**src/rtl/ooop_types.sv**
```systemverilog
// Shared out-of-order pipeline types: ROB geometry and the branch recovery
// sequencer state encoding.
package ooop_types;

  localparam int unsigned ROB_W      = 4;
  localparam int unsigned ROB_DEPTH  = 1 << ROB_W;
  localparam int unsigned WALK_CNT_W = ROB_W;

  typedef enum logic [1:0] {
    IDLE     = 2'd0,
    FLUSH    = 2'd1,
    WALK     = 2'd2,
    REDIRECT = 2'd3
  } recov_state_t;

endpackage

```
**src/rtl/branch_recovery_seq_if.sv**
```systemverilog
// Recovery sequencer bundle: branch-unit capture inputs, rename rollback walk
// and fetch redirect handshakes.
interface branch_recovery_seq_if #(
  parameter int unsigned ROB_W = ooop_types::ROB_W
) ();

  logic             mispredict_i;
  logic [ROB_W-1:0] recover_tag_i;
  logic [31:0]      target_pc_i;
  logic [ROB_W-1:0] rob_tail_i;
  logic             walk_ready_i;
  logic             redirect_ready_i;

  logic             flush_o;
  logic             walk_valid_o;
  logic [ROB_W-1:0] walk_tag_o;
  logic             redirect_valid_o;
  logic [31:0]      redirect_pc_o;
  logic             busy_o;

  modport master (
    output mispredict_i, recover_tag_i, target_pc_i, rob_tail_i,
           walk_ready_i, redirect_ready_i,
    input  flush_o, walk_valid_o, walk_tag_o, redirect_valid_o,
           redirect_pc_o, busy_o
  );

  modport slave (
    input  mispredict_i, recover_tag_i, target_pc_i, rob_tail_i,
           walk_ready_i, redirect_ready_i,
    output flush_o, walk_valid_o, walk_tag_o, redirect_valid_o,
           redirect_pc_o, busy_o
  );

endinterface

```
**src/rtl/branch_recovery_seq.sv**
```systemverilog
// Branch mispredict recovery: one-cycle squash, youngest-first ROB rollback
// walk down to (not including) the branch, then fetch redirect.
module branch_recovery_seq #(
  parameter int unsigned ROB_W = ooop_types::ROB_W
) (
  input  logic                  clk,
  input  logic                  rst_n,
  branch_recovery_seq_if.slave  rec
);

  import ooop_types::*;

  localparam logic [ROB_W-1:0] ONE = ROB_W'(1);

  recov_state_t     state_q;
  logic [ROB_W-1:0] tag_q;
  logic [ROB_W-1:0] tail_q;
  logic [31:0]      pc_q;

  logic             flush_q;
  logic             walk_valid_q;
  logic [ROB_W-1:0] walk_tag_q;
  logic             redirect_valid_q;
  logic [31:0]      redirect_pc_q;

  // Entries strictly younger than the branch: tail-1 down to tag+1.
  logic [ROB_W-1:0] walk_cnt;
  assign walk_cnt = tail_q - tag_q - ONE;

  always_ff @(posedge clk or negedge rst_n) begin
    if (!rst_n) begin
      state_q          <= IDLE;
      tag_q            <= '0;
      tail_q           <= '0;
      pc_q             <= '0;
      flush_q          <= 1'b0;
      walk_valid_q     <= 1'b0;
      walk_tag_q       <= '0;
      redirect_valid_q <= 1'b0;
      redirect_pc_q    <= '0;
    end else begin
      flush_q <= 1'b0;
      case (state_q)
        IDLE: begin
          if (rec.mispredict_i) begin
            tag_q   <= rec.recover_tag_i;
            tail_q  <= rec.rob_tail_i;
            pc_q    <= rec.target_pc_i;
            flush_q <= 1'b1;
            state_q <= FLUSH;
          end
        end

        FLUSH: begin
          if (walk_cnt != '0) begin
            walk_valid_q <= 1'b1;
            walk_tag_q   <= tail_q - ONE;
            state_q      <= WALK;
          end else begin
            redirect_valid_q <= 1'b1;
            redirect_pc_q    <= pc_q;
            state_q          <= REDIRECT;
          end
        end

        WALK: begin
          if (rec.walk_ready_i) begin
            if (walk_tag_q == tag_q + ONE) begin
              walk_valid_q     <= 1'b0;
              walk_tag_q       <= '0;
              redirect_valid_q <= 1'b1;
              redirect_pc_q    <= pc_q;
              state_q          <= REDIRECT;
            end else begin
              walk_tag_q <= walk_tag_q - ONE;
            end
          end
        end

        REDIRECT: begin
          if (rec.redirect_ready_i) begin
            redirect_valid_q <= 1'b0;
            redirect_pc_q    <= '0;
            state_q          <= IDLE;
          end
        end

        default: state_q <= IDLE;
      endcase
    end
  end

  assign rec.flush_o          = flush_q;
  assign rec.walk_valid_o     = walk_valid_q;
  assign rec.walk_tag_o       = walk_tag_q;
  assign rec.redirect_valid_o = redirect_valid_q;
  assign rec.redirect_pc_o    = redirect_pc_q;
  assign rec.busy_o           = (state_q != IDLE);

endmodule

```
**src/flat_wrapper.sv**
```systemverilog
// flat-port wrapper written by rule: the top's interface ports become plain ports
module branch_recovery_seq_flat import ooop_types::*;
#(
  parameter int unsigned ROB_W = ooop_types::ROB_W
)
  (clk, rst_n, rec_mispredict_i, rec_recover_tag_i, rec_target_pc_i, rec_rob_tail_i, rec_walk_ready_i, rec_redirect_ready_i, rec_flush_o, rec_walk_valid_o, rec_walk_tag_o, rec_redirect_valid_o, rec_redirect_pc_o, rec_busy_o);
  branch_recovery_seq_if #(.ROB_W(ROB_W)) rec_i ();
  input  logic clk;
  input  logic rst_n;
  input wire logic [$bits(rec_i.mispredict_i)-1:0] rec_mispredict_i;
  input wire logic [$bits(rec_i.recover_tag_i)-1:0] rec_recover_tag_i;
  input wire logic [$bits(rec_i.target_pc_i)-1:0] rec_target_pc_i;
  input wire logic [$bits(rec_i.rob_tail_i)-1:0] rec_rob_tail_i;
  input wire logic [$bits(rec_i.walk_ready_i)-1:0] rec_walk_ready_i;
  input wire logic [$bits(rec_i.redirect_ready_i)-1:0] rec_redirect_ready_i;
  output wire logic [$bits(rec_i.flush_o)-1:0] rec_flush_o;
  output wire logic [$bits(rec_i.walk_valid_o)-1:0] rec_walk_valid_o;
  output wire logic [$bits(rec_i.walk_tag_o)-1:0] rec_walk_tag_o;
  output wire logic [$bits(rec_i.redirect_valid_o)-1:0] rec_redirect_valid_o;
  output wire logic [$bits(rec_i.redirect_pc_o)-1:0] rec_redirect_pc_o;
  output wire logic [$bits(rec_i.busy_o)-1:0] rec_busy_o;
  assign rec_i.mispredict_i = rec_mispredict_i;
  assign rec_i.recover_tag_i = rec_recover_tag_i;
  assign rec_i.target_pc_i = rec_target_pc_i;
  assign rec_i.rob_tail_i = rec_rob_tail_i;
  assign rec_i.walk_ready_i = rec_walk_ready_i;
  assign rec_i.redirect_ready_i = rec_redirect_ready_i;
  assign rec_flush_o = rec_i.flush_o;
  assign rec_walk_valid_o = rec_i.walk_valid_o;
  assign rec_walk_tag_o = rec_i.walk_tag_o;
  assign rec_redirect_valid_o = rec_i.redirect_valid_o;
  assign rec_redirect_pc_o = rec_i.redirect_pc_o;
  assign rec_busy_o = rec_i.busy_o;
  branch_recovery_seq #(.ROB_W(ROB_W)) u_core (.clk(clk), .rst_n(rst_n), .rec(rec_i));
endmodule
```
**config.mk**
```make
export PLATFORM = sky130hd
export DESIGN_NAME = branch_recovery_seq_flat
export DESIGN_NICKNAME = d
export VERILOG_FILES = /design/src/rtl/ooop_types.sv /design/src/rtl/branch_recovery_seq_if.sv /design/src/rtl/branch_recovery_seq.sv /design/src/flat_wrapper.sv
export SDC_FILE = /design/constraint.sdc
export NUM_CORES = 1
export LEC_CHECK = 0
export ABC_AREA = 0
export CAP_MARGIN = 30
export CORE_UTILIZATION = 35
export DETAILED_ROUTE_END_ITERATION = 6
export GPL_ROUTABILITY_DRIVEN = 0
export GPL_TIMING_DRIVEN = 0
export PLACE_DENSITY = 0.72
export SETUP_SLACK_MARGIN = 0.3
export SLEW_MARGIN = 0
export SYNTH_ARGS = -nofsm -noshare
export SYNTH_HDL_FRONTEND = slang
export SYNTH_SLANG_ARGS = --single-unit
```
**constraint.sdc**
```tcl
create_clock -name clk -period 4.3 [get_ports clk]
set_input_delay 0.645 -clock clk [delete_from_list [all_inputs] [get_ports clk]]
set_output_delay 0.645 -clock clk [all_outputs]
set_load 0.02 [all_outputs]
```
==> impl_results.md <==
- Clock-pin slew on the worst setup and hold paths: ~0.080 ns
- Grt ovf: 0
- Drt first pass iters: 4
- F_max: between 0.3 and 0.4 GHz
- Starting Density: 0.3589
- Post-synthesis adder-cell area fraction: 0.04515
- Power per cell area: around 850 nW/um^2
- Multiplexer share of the synthesized area: 0.1161
- Req. time, crit path: roughly 4.6 ns
- Synth Warn #: 0
- # diodes: 0
- Area taken by flip-flops and latches: a little over 2000 um^2
- FF-to-FF End: u_core.rec.redirect_pc_o[16]$_DFFE_PN0P_
- Most frequent cells in the layout: clkdlybuf4s50_1, dfrtp_1, mux2_2, a22o_1, inv_1
- Post-synth EDFFs: 0
- Maximum fanout along the worst path: 10
- Clock period minus worst slack: 2.575 ns
- Vias per std cell: 4.860
- Final wirelength: 7.490 mm
- Sequential fraction of the synthesis area: 0.5804
- Clk sink count: just over 80
- Max-slew headroom: 0.5740
- Place WS: around 1.7 ns
- Row cnt: 36
- Met2 Usage GRT: 0.2448
- Worst path cell trace: ha_1 -> fa_1 -> xor2_1 -> nor3_1 -> o211ai_2 -> a211oi_4 -> buf_6 -> a22o_1
- Worst IR Drop VDD: around 0.31 mV
- Vias in the first global route: 2435
- Critical path's top delay family: compound AO/OA/AOI/OAI gates
- Mapped cell area: 3492 um^2
- Clock Latency Late Sink: about 0.34 ns
- Reg-to-Reg Start: u_core.tail_q[0]$_DFFE_PN0P_
- Status: finished, final reports clean
- Simple-gate portion of the synthesized area: 0.03583
- # port buffers: 84
- CP Class: reg2reg
- Reg2Reg Depth: 8
- CP max stage delay: 0.45 ns
- Pin count of the biggest net entering global routing: 55
- Dpl hpwl: roughly 5.3 mm
- DR WL/cell: 15.38 um
- GRT Overall Usage: 0.1544
- Area Overhead vs Synth: 34.18%
- Final std cells w/o fill: between 400 and 500
- Root buf cell: clkbuf_8
- Unique masters post-synth: 37
- Core area: a little under 10000 um^2
- Critical Path AT: 2.86 ns
- Commonest non-fill, non-tap cell in the layout: clkdlybuf4s50_1
- Most used flip-flop cell after synthesis: dfrtp_1
- Max H-tree Level: 3
- Hold Buf Count CTS: 0
- CP Capture Type: register
- Synth Area in XOR/XNOR: 0.02651
- Final #Nets: slightly above 400
- Cts bufs inserted: 9
- Drt drc: 0
- Slew @ Worst Pin: 0.6390 ns
- DR vias: roughly 2400
- Postcts setup bufs: 0
- Post-CTS Resized: 0
- First-pass GRT wire length: roughly 12 mm
- CP Launch Type: register
- CTS Buffer Depth: 2
- Largest family of logic cells by synthesized area: compound AO/OA/AOI/OAI gates
- Final Power: between 0.003 and 0.004 W
- Footprint of the multi-input gates: 1323 um^2
- Die width: a little over 100 um
- Initial antenna violation count: 0
- Chip Height: between 100 and 150 um
- Syn Nets: ~310
- Final Max Slew Viols: 0
- Reg2reg setup slack: 1.72 ns
- Total negative slack: 0 ns
- Starting DRT DRC Count: between 50 and 60
- Setup slack after layout: 1.725 ns
- Post-route ant nets: 0
- Post-synthesis cell count: 254
- RSZ-0062 raised after global routing: false
- CP max stage cell: a211oi_4
- Compound-gate portion of the synthesized area: 0.1551
- Busiest grt layer: met2
- Crit path buffers/inverters: 1
- Syn Area/Cell: between 10 and 15 um^2
- Clock skew: 0.007516 ns
- Die ar.: approximately 10000 um^2
- M1 GR Usage: 0.2081
- Setup violators final: 0
- Leakage: 2.063 nW
- Met3 Use GR: 0.03352
- Period utilization: 0.5988
- Final core utilization: 0.4816
- Fraction of layout cells with a size suffix above 1: 0.1723
- Max Cap Violations: 0
- Async set-reset flop share out of synthesis: 1.000
- Hold Vio Cnt, Final: 0
- Yosys reg bits: 81
- Post-Place Cells: between 400 and 500
- Fillers: 898
- TritonCTS clock tree: built
- Io pins: between 80 and 90
- Min-delay worst type: in2async
-- kinds of logic (layout without fill, tap and decap cells) --
logic type / after synthesis / in the layout
xor+xnor: 9 / 9
compound gates: 66 / 66
mux: 36 / 36
buf+inv: 26 / 126
simple gates: 24 / 24
fa+ha+maj: 12 / 12
flops: 81 / 81
-- flip-flops by register name, summed over array words and instances (netlist names) --
signal,flops
u_core.rec.flush_o,1
u_core.tag_q,4
u_core.rec.walk_tag_o,4
u_core.rec.redirect_pc_o,32
u_core.rec.redirect_valid_o,1
u_core.rec.walk_valid_o,1
u_core.pc_q,32
u_core.state_q,2
u_core.tail_q,4
-- cells in the mapped netlist, drive strengths merged, types with 2 or more instances --
cell    instances  area share
xor2            4       0.010
nand2b          4      0.0072
a22o           34       0.085
a211o           2      0.0075
nand2           8      0.0086
nand3b          2      0.0043
a21o            2      0.0043
nand3           3      0.0043
o21a            3      0.0064
xnor2           4       0.010
buf             6       0.019
clkbuf          5      0.0054
nor3            3      0.0043
mux2           36        0.12
o211ai          2      0.0057
inv            15       0.016
dfrtp          81        0.58
a21oi           3      0.0043
ha             11       0.039
o21ai          10       0.014
o221ai          2      0.0050
and3            2      0.0036
-- cell type report --
type	count	area share
Tap cell	133	0.03551
Sequential cell	81	0.4326
Inverter	15	0.01202
Multi-Input combinational cell	147	0.2822
Clock buffer	10	0.02724
Clock inverter	5	0.007210
Timing Repair Buffer	85	0.1848
Buffer	11	0.01842
-- routing by layer --
metal,share of wire,routed length (um),vias up
met5,0,0,-
met4,0.010,76,0
met3,0.041,310,6
met2,0.48,3566,54
met1,0.47,3537,1190
li1,-,-,1117
-- metrics by stage --
stage	hold slack, ns	area, um^2
3_3_place_gp	0.4631	4499
6_report	0.2267	4686
4_1_cts	0.2232	4686
3_5_place_dp	0.4721	4524
5_1_grt	0.2432	4686
2_1_floorplan	0.3494	3492
-- report_power, final --
part | total, W | switching, W | internal, W
logic | 0.00209 | 0.00100 | 0.00109
registers | 0.00139 | 0.000244 | 0.00114
clock network | 0.000480 | 0.000274 | 0.000206
-- how the worst max path moves through the flow --
stage                                  from                                        to  slack [ns]  depth (start not counted)
3_3_place_gp                          rst_n               u_core.pc_q[17]$_DFFE_PN0P_       -0.29                          1
3_5_place_dp               rec_mispredict_i               u_core.pc_q[24]$_DFFE_PN0P_        1.73                          4
5_1_grt         u_core.tag_q[0]$_DFFE_PN0P_  u_core.rec.redirect_pc_o[23]$_DFFE_PN0P_        1.59                          9
6_report       u_core.tail_q[0]$_DFFE_PN0P_  u_core.rec.redirect_pc_o[16]$_DFFE_PN0P_        1.72                          8
2_1_floorplan   u_core.tag_q[0]$_DFFE_PN0P_  u_core.rec.redirect_pc_o[19]$_DFFE_PN0P_        1.96                          9
4_1_cts         u_core.tag_q[0]$_DFFE_PN0P_  u_core.rec.redirect_pc_o[16]$_DFFE_PN0P_        1.72                          9
No activity file was read; power rests on OpenSTA's default activity.
==> patch: new RTL, config.mk and constraints unchanged <==
Make the reset (`rst_n`) synchronous in one clocked block.
--- a/src/rtl/branch_recovery_seq.sv
+++ b/src/rtl/branch_recovery_seq.sv
@@ -27,7 +27,7 @@
   logic [ROB_W-1:0] walk_cnt;
   assign walk_cnt = tail_q - tag_q - ONE;
 
-  always_ff @(posedge clk or negedge rst_n) begin
+  always_ff @(posedge clk) begin
     if (!rst_n) begin
       state_q          <= IDLE;
       tag_q            <= '0;
Formal check against the unedited RTL: differs if rst_n is asserted again (counterexample within 4 cycles, from zero or initial values and one cycle with rst_n low); with rst_n held inactive, the same outputs for 10 cycles.
==> patch against the unedited design <==
  * Cell count increased by 34%
  * Power down 31%
  * Cell area rose by 2.8%
  * Synthesized cell count rose by 67%
  * Routed wire length grew 23%
  * Non-clock buffer count up 19
  * Setup slack got worse by 82 ps
  * Sequential cell count unchanged
  * Via count up 37%
  * Synthesized area grew 2.8%
  * First-iteration DRC count increased by 120%
  * Global-route usage rose by 2.9 points
  * Sequential power shrank 30%
  * Clock skew up 3.4 ps
  * Critical path type unchanged
  * Critical endpoint is now u_core.rec.redirect_pc_o[28]$_SDFFE_PN0P_
  * Largest power group unchanged
==> patch: results <==
# TYPE chip_impl_metric gauge
chip_impl_metric{name="fin_worst_skew",unit="ps"} 11.0
chip_impl_metric{name="vias_in_the_first_global_route",unit=""} 3202
chip_impl_metric{name="peakVddDrop",unit="mV"} 0.206
chip_impl_info{name="run_status",value="finished clean"} 1
chip_impl_metric{name="synthAdderAreaFrac",unit=""} 0.0439
chip_impl_metric{name="power_report.internal_total",unit="W"} 0.00170
chip_impl_metric{name="layout.comb_gates.multi_input",unit=""} 294
chip_impl_metric{name="detailroute.wirelength.met2",unit="um"} 4410
chip_impl_metric{name="synthCells",unit=""} 423
chip_impl_metric{name="critical_path_arrival",unit="ps"} 2880
chip_impl_metric{name="grt_start_max_net_pins",unit=""} 14
chip_impl_metric{name="vias",unit=""} 3254
chip_impl_metric{name="slowest_delay",unit="ps"} 430
chip_impl_metric{name="pwr-share-comb",unit=""} 0.409
chip_impl_info{name="synthTopCellsByCount",value="sky130_fd_sc_hd__nand2_1, sky130_fd_sc_hd__dfxtp_1, sky130_fd_sc_hd__a21boi_0"} 1
chip_impl_metric{name="detailroute.wirelength.met3",unit="um"} 389
chip_impl_metric{name="sequential_fraction_of_the_synthesis_area",unit=""} 0.452
chip_impl_metric{name="vias_per_cell",unit=""} 4.97
chip_impl_metric{name="area.sequential",unit="mm2"} 0.00162
chip_impl_metric{name="drive_gt1_frac",unit=""} 0.0517
chip_impl_metric{name="layout.clock.cell_area_share",unit=""} 0.0475
chip_impl_metric{name="leakage",unit="nW"} 1.73
chip_impl_metric{name="non_clock_inverter_count",unit=""} 16
chip_impl_metric{name="grt_use_met2",unit=""} 0.310
chip_impl_metric{name="clock_power_share",unit=""} 0.231
chip_impl_metric{name="routed_wirelength",unit="um"} 9230
chip_impl_metric{name="grt_first_pass_wirelength",unit="um"} 14900
chip_impl_info{name="critical-path-slowest-cell",value="sky130_fd_sc_hd__dfxtp_1"} 1
chip_impl_metric{name="relSlewSlack",unit=""} 0.650
chip_impl_metric{name="placed_cells",unit=""} 639
chip_impl_metric{name="postSynth.asyncResetShare",unit=""} 0
chip_impl_metric{name="postSynthAreaPerCell",unit="um2"} 8.49
chip_impl_metric{name="placement.setup.worst_slack",unit="ps"} 1660
chip_impl_metric{name="wl_met1",unit="um"} 4160
chip_impl_metric{name="synth.mux.area_fraction",unit=""} 0.00279
chip_impl_metric{name="num-nonclk-buffers",unit=""} 115
chip_impl_info{name="synth.area.top_cells",value="sky130_fd_sc_hd__dfxtp_1, sky130_fd_sc_hd__nand2_1, sky130_fd_sc_hd__a21boi_0"} 1
chip_impl_metric{name="synth_xor_area_frac",unit=""} 0.0261
chip_impl_metric{name="synth.lib_cells_used.distinct",unit=""} 34
==> patch: changes by cell type after synthesis, sizes merged, moves of 5 or more <==
cell	change
a21boi	+42
a21oi	+6
a22o	-34
clkbuf	+19
dfrtp	-81
dfxtp	+81
mux2	-36
nand2	+109
nand4b	+32
nor2	+5
o21ai	+29
==> patch: worst paths after layout <==
| kind | start | to | slack (ps) | cells past startpoint |
|---|---|---|---|---|
| max | u_core.tag_q[0]$_SDFFE_PN0P_ | u_core.rec.redirect_pc_o[28]$_SDFFE_PN0P_ | 1640 | 9 |
| min | u_core.rec.redirect_pc_o[6]$_SDFFE_PN0P_ | u_core.rec.redirect_pc_o[6]$_SDFFE_PN0P_ | 460 | 2 |
| max reg2reg | u_core.tag_q[0]$_SDFFE_PN0P_ | u_core.rec.redirect_pc_o[28]$_SDFFE_PN0P_ | 1640 | 9 |
| min reg2reg | u_core.rec.redirect_pc_o[6]$_SDFFE_PN0P_ | u_core.rec.redirect_pc_o[6]$_SDFFE_PN0P_ | 460 | 2 |
